**src/rtl/fifo_uart_dumper.sv**
```systemverilog
// Read-side sequencer: pops words from the debug FIFO and streams them LSB byte
// first into the byte-wide UART transmitter using its start/done handshake.
module fifo_uart_dumper #(
  parameter int unsigned B     = 32,
  parameter int unsigned CNT_W = 7
) (
  input  logic             clk,
  input  logic             rst_n,
  input  logic             start_i,
  input  logic             abort_i,
  input  logic [CNT_W-1:0] num_words_i,
  input  logic             fifo_empty_i,
  input  logic [B-1:0]     fifo_r_data_i,
  output logic             fifo_rd_o,
  output logic             tx_start_o,
  output logic [7:0]       tx_data_o,
  input  logic             tx_done_i,
  output logic             busy_o,
  output logic             done_o,
  output logic [CNT_W-1:0] words_sent_o
);

  localparam int unsigned BYTES = B / 8;
  localparam int unsigned IDX_W = (BYTES > 1) ? $clog2(BYTES) : 1;

  localparam logic [2:0] S_IDLE   = 3'd0;
  localparam logic [2:0] S_FETCH  = 3'd1;
  localparam logic [2:0] S_SEND   = 3'd2;
  localparam logic [2:0] S_WAIT   = 3'd3;
  localparam logic [2:0] S_FINISH = 3'd4;

  logic [2:0]       state_q, state_d;
  logic [B-1:0]     shift_q, shift_d, shift_nxt;
  logic [IDX_W-1:0] idx_q, idx_d;
  logic [CNT_W-1:0] remaining_q, remaining_d;
  logic             drain_q, drain_d;
  logic [CNT_W-1:0] words_q, words_d;
  logic             tx_start_q, tx_start_d;
  logic [7:0]       tx_data_q, tx_data_d;
  logic             busy_q, busy_d;
  logic             done_q, done_d;
  logic             fifo_rd_c;

  // Next-state logic; the pop strobe stays combinational so it can never
  // coincide with an empty FIFO, and abort suppresses it to avoid losing a word.
  always_comb begin
    state_d     = state_q;
    shift_d     = shift_q;
    idx_d       = idx_q;
    remaining_d = remaining_q;
    drain_d     = drain_q;
    words_d     = words_q;
    tx_data_d   = tx_data_q;
    fifo_rd_c   = 1'b0;
    shift_nxt   = shift_q >> 8;

    if (abort_i) begin
      state_d = S_IDLE;
    end else begin
      case (state_q)
        S_IDLE: begin
          if (start_i) begin
            state_d     = S_FETCH;
            remaining_d = num_words_i;
            drain_d     = (num_words_i == '0);
            words_d     = '0;
          end
        end
        S_FETCH: begin
          if (!fifo_empty_i) begin
            fifo_rd_c = 1'b1;
            shift_d   = fifo_r_data_i;
            idx_d     = '0;
            tx_data_d = fifo_r_data_i[7:0];
            state_d   = S_SEND;
          end else if (drain_q) begin
            state_d = S_FINISH;
          end
        end
        S_SEND: state_d = S_WAIT;
        S_WAIT: begin
          if (tx_done_i) begin
            if (idx_q < IDX_W'(BYTES - 1)) begin
              shift_d   = shift_nxt;
              idx_d     = idx_q + IDX_W'(1);
              tx_data_d = shift_nxt[7:0];
              state_d   = S_SEND;
            end else begin
              words_d     = words_q + CNT_W'(1);
              remaining_d = remaining_q - CNT_W'(1);
              state_d     = (!drain_q && remaining_q == CNT_W'(1)) ? S_FINISH : S_FETCH;
            end
          end
        end
        S_FINISH: state_d = S_IDLE;
        default:  state_d = S_IDLE;
      endcase
    end

    tx_start_d = (state_d == S_SEND);
    busy_d     = (state_d != S_IDLE);
    done_d     = (state_d == S_FINISH);
  end

  always_ff @(posedge clk or negedge rst_n) begin
    if (!rst_n) begin
      state_q     <= S_IDLE;
      shift_q     <= '0;
      idx_q       <= '0;
      remaining_q <= '0;
      drain_q     <= 1'b0;
      words_q     <= '0;
      tx_start_q  <= 1'b0;
      tx_data_q   <= '0;
      busy_q      <= 1'b0;
      done_q      <= 1'b0;
    end else begin
      state_q     <= state_d;
      shift_q     <= shift_d;
      idx_q       <= idx_d;
      remaining_q <= remaining_d;
      drain_q     <= drain_d;
      words_q     <= words_d;
      tx_start_q  <= tx_start_d;
      tx_data_q   <= tx_data_d;
      busy_q      <= busy_d;
      done_q      <= done_d;
    end
  end

  assign fifo_rd_o    = fifo_rd_c;
  assign tx_start_o   = tx_start_q;
  assign tx_data_o    = tx_data_q;
  assign busy_o       = busy_q;
  assign done_o       = done_q;
  assign words_sent_o = words_q;

endmodule
```
**config.mk**
```make
export PLATFORM = sky130hd
export DESIGN_NAME = fifo_uart_dumper
export DESIGN_NICKNAME = d
export VERILOG_FILES = /design/src/rtl/fifo_uart_dumper.sv
export SDC_FILE = /design/constraint.sdc
export NUM_CORES = 1
export LEC_CHECK = 0
export CAP_MARGIN = 30
export CORE_MARGIN = 3
export CORE_UTILIZATION = 38
export CTS_CLUSTER_SIZE = 16
export DETAILED_ROUTE_END_ITERATION = 16
export PLACE_DENSITY_LB_ADDON = 0.3
export SETUP_SLACK_MARGIN = 0.05
export SLEW_MARGIN = 10
export SYNTH_ARGS = -nofsm -noshare
export SYNTH_HDL_FRONTEND = slang
export SYNTH_SLANG_ARGS = --single-unit
```
**constraint.sdc**
```tcl
create_clock -name clk -period 1.68 [get_ports clk]
set_clock_uncertainty 0.1 [all_clocks]
set_input_delay 0.252 -clock clk [delete_from_list [all_inputs] [get_ports clk]]
set_output_delay 0.252 -clock clk [all_outputs]
set_load 0.05 [all_outputs]
```
### Word-level counts from Yosys, hierarchy flattened

Cells that the tools add are included.

* add/subtract/negate cells: 3
* $lt $le $gt $ge: 1
* equal/unequal tests: 11
* muxes and demuxes: 31
* bitwise operators: 1
* reduce and logical (&&, ||, !) cells: 10

Operators with widths (number)
* 32-bit two-way mux: 3
* 32-bit one-hot mux with 2 select lines: 1
* 7-bit two-way mux: 6
* 7-bit one-hot mux with 2 select lines: 2
* 8-bit two-way mux: 3
* 3-bit two-way mux: 7
* 8-bit one-hot mux with 2 select lines: 1
* 3-bit one-hot mux with 4 select lines: 1
* 2-bit != test, second input constant: 5
* 5-bit AND reduction: 2
* 3-bit by 2-bit equality test with 1-bit output, second input constant: 3
* 7-bit by 1-bit adder with 7-bit output, second input constant: 1
* 7-bit by 1-bit equality test with 1-bit output, second input constant: 1
* 7-bit logical NOT: 1
* 7-bit by 1-bit subtractor with 7-bit output, second input constant: 1
* 2-bit two-way mux: 3
* 2-bit one-hot mux with 2 select lines: 1
* 2-bit nonzero test: 2
* 3-bit by 1-bit equality test with 1-bit output, second input constant: 1
* 3-bit equality test, second input constant: 1
* 3-bit logical NOT: 1
* 1-bit two-way mux: 3
* 3-bit AND reduction: 1
* 3-bit nonzero test: 1
* 5 further kinds: 5

* bits in registers: 63
* input bits: 45
* output and inout bits: 19
* logic and storage cells: 67

### Logic depth before layout (Yosys ltp)

Gate-level depths: netlist (run 1).

* depth in word-level cells: 8
* gate-level depth with buffers: 7
* mapped depth without buffers: 6

### Worst setup path before layout (run 1)

Ideal clock, no wire load.

* path kind: register to register
* from: reg idx_q[0]
* to: reg shift_q[7]
* arrival: 1562 ps
* required time: 1455 ps
* path slack: -107 ps
* cell stages (with the launch flop): 7
* path buffers: 1
* cell sequence: dfrtp_1 -> ha_1 -> nand4_1 -> o211ai_4 -> nor2_4 -> buf_6 -> mux2_2

* word-level cells in the longest chain between the ends: 3

RTL lines
* from (decl): RTL line 34 `logic [IDX_W-1:0] idx_q, idx_d;`
* from (signal assigned): RTL line 120 `idx_q <= idx_d;`
* 2-bit < comparator: RTL line 83 `if (idx_q < IDX_W'(BYTES - 1)) begin`
* 2-bit != test (no line)
* 5-bit AND reduction (no line)
* to (signal assigned): RTL line 119 `shift_q <= shift_d;`
* to (decl): RTL line 33 `logic [B-1:0] shift_q, shift_d, shift_nxt;`

Every way passes these cells.
A chain may end at the register's enable or synchronous reset.

### Worst setup path in the final report (run 1)

* from: reg idx_q[0]
* to: reg shift_q[22]

The elaborated chain is that of the path after synthesis.

==> results of run 1 <==
==> logic make-up (layout without fill, tap and decap cells) <==
| kind of cell | after synthesis | in the layout | share of synthesized area, % |
|---|---|---|---|
| muxes | 27 | 27 | 10.4 |
| and+or+nand+nor | 133 | 133 | 21.1 |
| buffers and inverters | 33 | 123 | 6.48 |
| AOI/OAI and AO/OA | 51 | 51 | 11.9 |
| adders and majority gates | 4 | 4 | 1.73 |
| DFF | 55 | 55 | 47.5 |
| xor gates and xnor gates | 3 | 3 | 0.907 |
==> layer usage <==
metal  GRT usage [%]  routed length, um  share of wire, %
met5               0                  0                 0
met4            5.13                 92               1.3
met3            2.90                285               4.2
met2            24.8               3350                49
met1            19.8               3120                46
==> flip-flops by register name, indices dropped and copies added, names as in the netlist <==
name and flops:
busy_o 1, tx_start_o 1, words_sent_o 7, remaining_q 7, idx_q 2, shift_q 32, state_q 3, done_o 1
drain_q 1
==> worst max path at each step <==
stage / from / endpoint / slack, ps / cells after the start
CTS: idx_q[0]$_DFFE_PN0P_ / shift_q[4]$_DFFE_PN0P_ / -70 / 6
finish: idx_q[0]$_DFFE_PN0P_ / shift_q[22]$_DFFE_PN0P_ / -60 / 6
detailed placement: tx_done_i / shift_q[4]$_DFFE_PN0P_ / -300 / 6
floorplan: state_q[0]$_DFF_PN0_ / shift_q[10]$_DFFE_PN0P_ / -50 / 7
global placement: tx_done_i / shift_q[5]$_DFFE_PN0P_ / -290 / 6
global route: remaining_q[1]$_DFFE_PN0P_ / busy_o$_DFF_PN0_ / -130 / 6
==> worst max-delay path, cell delays in order (launching register included) <==
cell	delay, ps
dfrtp_1	430
ha_4	190
nand4_1	140
o211ai_4	110
nor2_4	110
buf_12	190
mux2_1	340
==> where the power goes <==
| group | switching (mW) | internal, mW |
|---|---|---|
| Clock | 0.469 | 0.307 |
| Combinational | 0.773 | 0.696 |
| Sequential | 0.214 | 1.69 |
| Total | 1.46 | 2.70 |
==> through the flow <==
stage	setup slack, ps	area [um^2]
3_5_place_dp	-301	3820
3_3_place_gp	-290	3820
4_1_cts	-68.6	3990
5_1_grt	-134	4300
6_report	-63.6	4300
2_1_floorplan	-53.2	2940
==> cells in the mapped netlist, drive strengths merged, types with 3 or more instances <==
library cell / count
nand2b: 3
nor3: 3
buf: 18
inv: 7
nor2: 15
mux2: 26
nand2: 88
and2: 4
or3: 3
a21oi: 6
nor4: 3
xor2: 3
dfrtp: 55
o21ai: 21
nand3: 3
clkbuf: 8
o211ai: 4
ha: 4
o31ai: 8
==> timing repair <==
item | 4_1_cts | 5_1_grt
hold buffers | 1 | 0
hold endpoints to repair | 55 | 0
setup endpoints to repair | 35 | 46
pin swaps | 3 | 18
cloned | 0 | 3
gates resized for setup | 10 | 52
buffers inserted | 2 | 8
==> final cells by class <==
class                   count  area, um^2
flip-flops and latches     55        1380
multi-input cells         218        1550
clock buffers               5        68.8
fillers                   635        3030
well taps                  99         124
clock inverters             3        27.5
inverters                   7        26.3
repair buffers            108        1130
==> flow_summary.json, run 1 <==
{
  "post-place-cells": 473,
  "min_period_over_period_pct": 104,
  "ff2ff_setup_slack_ps": -60,
  "antenna_left": 0,
  "grt_pass1_vias": 2338,
  "power_density_nw_per_um2": 965,
  "ys.flop_type": "dfrtp_1",
  "finish.utilization_pct": 58.7,
  "ff2ff_path_depth": 6,
  "placementRows": 31,
  "start_util_pct": 39.5,
  "drive_above_1_share_pct": 31.3,
  "clk_pin_slew_ps": 110,
  "antenna_cells": 0,
  "clk_latency_ps": 310,
  "routed_via_density": 4.92,
  "hold_viol": 0,
  "final_cell_mix": "nand2_1 (84), dfrtp_1 (53), clkdlybuf4s50_1 (43)",
  "grt_usage_pct": 15.0,
  "required_ps": 1780,
  "outcome": "complete, but fails checks",
  "layout_commonest_cell": "nand2_1",
  "hp-class": "in2async",
  "finalSetupViolations": 29,
  "fin_setup_tns_ps": -1100,
  "die_h_um": 93.3,
  "coreArea_um2": 7330,
  "worstPathArrival_ps": 1840,
  "nets": 444,
  "rsz0062_at_grt": "true",
  "die_w_um": 93.3,
  "syn2layout_area_growth_pct": 48.5,
  "firstDrtPassIters": 4,
  "ys_seq_area_share_pct": 47.5,
  "worstMarginPinSlew_ps": 356,
  "synthesis.instances": 306,
  "max_freq_mhz": 574,
  "cap_violations": 0,
  "io_buffers": 63,
  "synthesis.area_um2": 2900,
  "r2r-start": "idx_q[0]$_DFFE_PN0P_",
  "total_power_mw": 4.15,
  "synthTopCellsByArea": "dfrtp_1 (47%), nand2_1 (11%), mux2_1 (6.6%)",
  "critPathLaunchType": "flop",
  "die_area_um2": 8710,
  "wirelength_um": 6840,
  "leakagePower_nw": 1.95,
  "slew_viol_final": 0,
  "grt_max_degree": 56,
  "cp-end-kind": "flop",
  "ctsHtreeMaxLevel": 2,
  "synth_cell_types": 47,
  "ios": 64,
  "cts_tree": "yes",
  "layout.cells.non_filler": 495,
  "syn-num-nets": 355,
  "hpwlAfterDp_um": 4560,
  "drc_errors": 0,
  "hold_ws_ps": 352,
  "syn_area_per_cell_um2": 9.47,
  "min_period_ps": 1740,
  "numCtsBuffers": 5,
  "wire_per_inst_um": 13.8,
  "clock_tree.buffer_depth": 2,
  "synth_edf_count": 0,
  "synth_seq_cells": 55,
  "maxSlewHeadroom_pct": 76.1,
  "regToRegEndpoint": "shift_q[22]$_DFFE_PN0P_",
  "yosys_warnings": 0,
  "synth_top_area_share_pct": 47.5,
  "vdd_drop_max_v": 0.000416,
  "drt_first_iter_violations": 73,
  "violations": "setup timing",
  "grt_first_pass_wirelength_um": 10600,
  "cts_sinks": 55,
  "antenna_found_initial": 0,
  "clockRootBuffer": "clkbuf_8",
  "synthArstFlopShare_pct": 100,
  "synth_largest_area_cell": "dfrtp_1",
  "final.setup.worst_slack_ps": -63.6,
  "crit_fanout": 27,
  "gp_congestion": 0.824,
  "crit_type": "reg2reg",
  "vias": 2435,
  "overflow": 0
}
No activity file was read; power rests on OpenSTA's default activity.
==> run 2: changes to the inputs <==
CTS_CLUSTER_DIAMETER = 200   (was unset)
CTS_CLUSTER_SIZE = unset   (was 16)
==> results of run 2 <==
The final DEF is identical to that of run 1; final timing and power are the same.
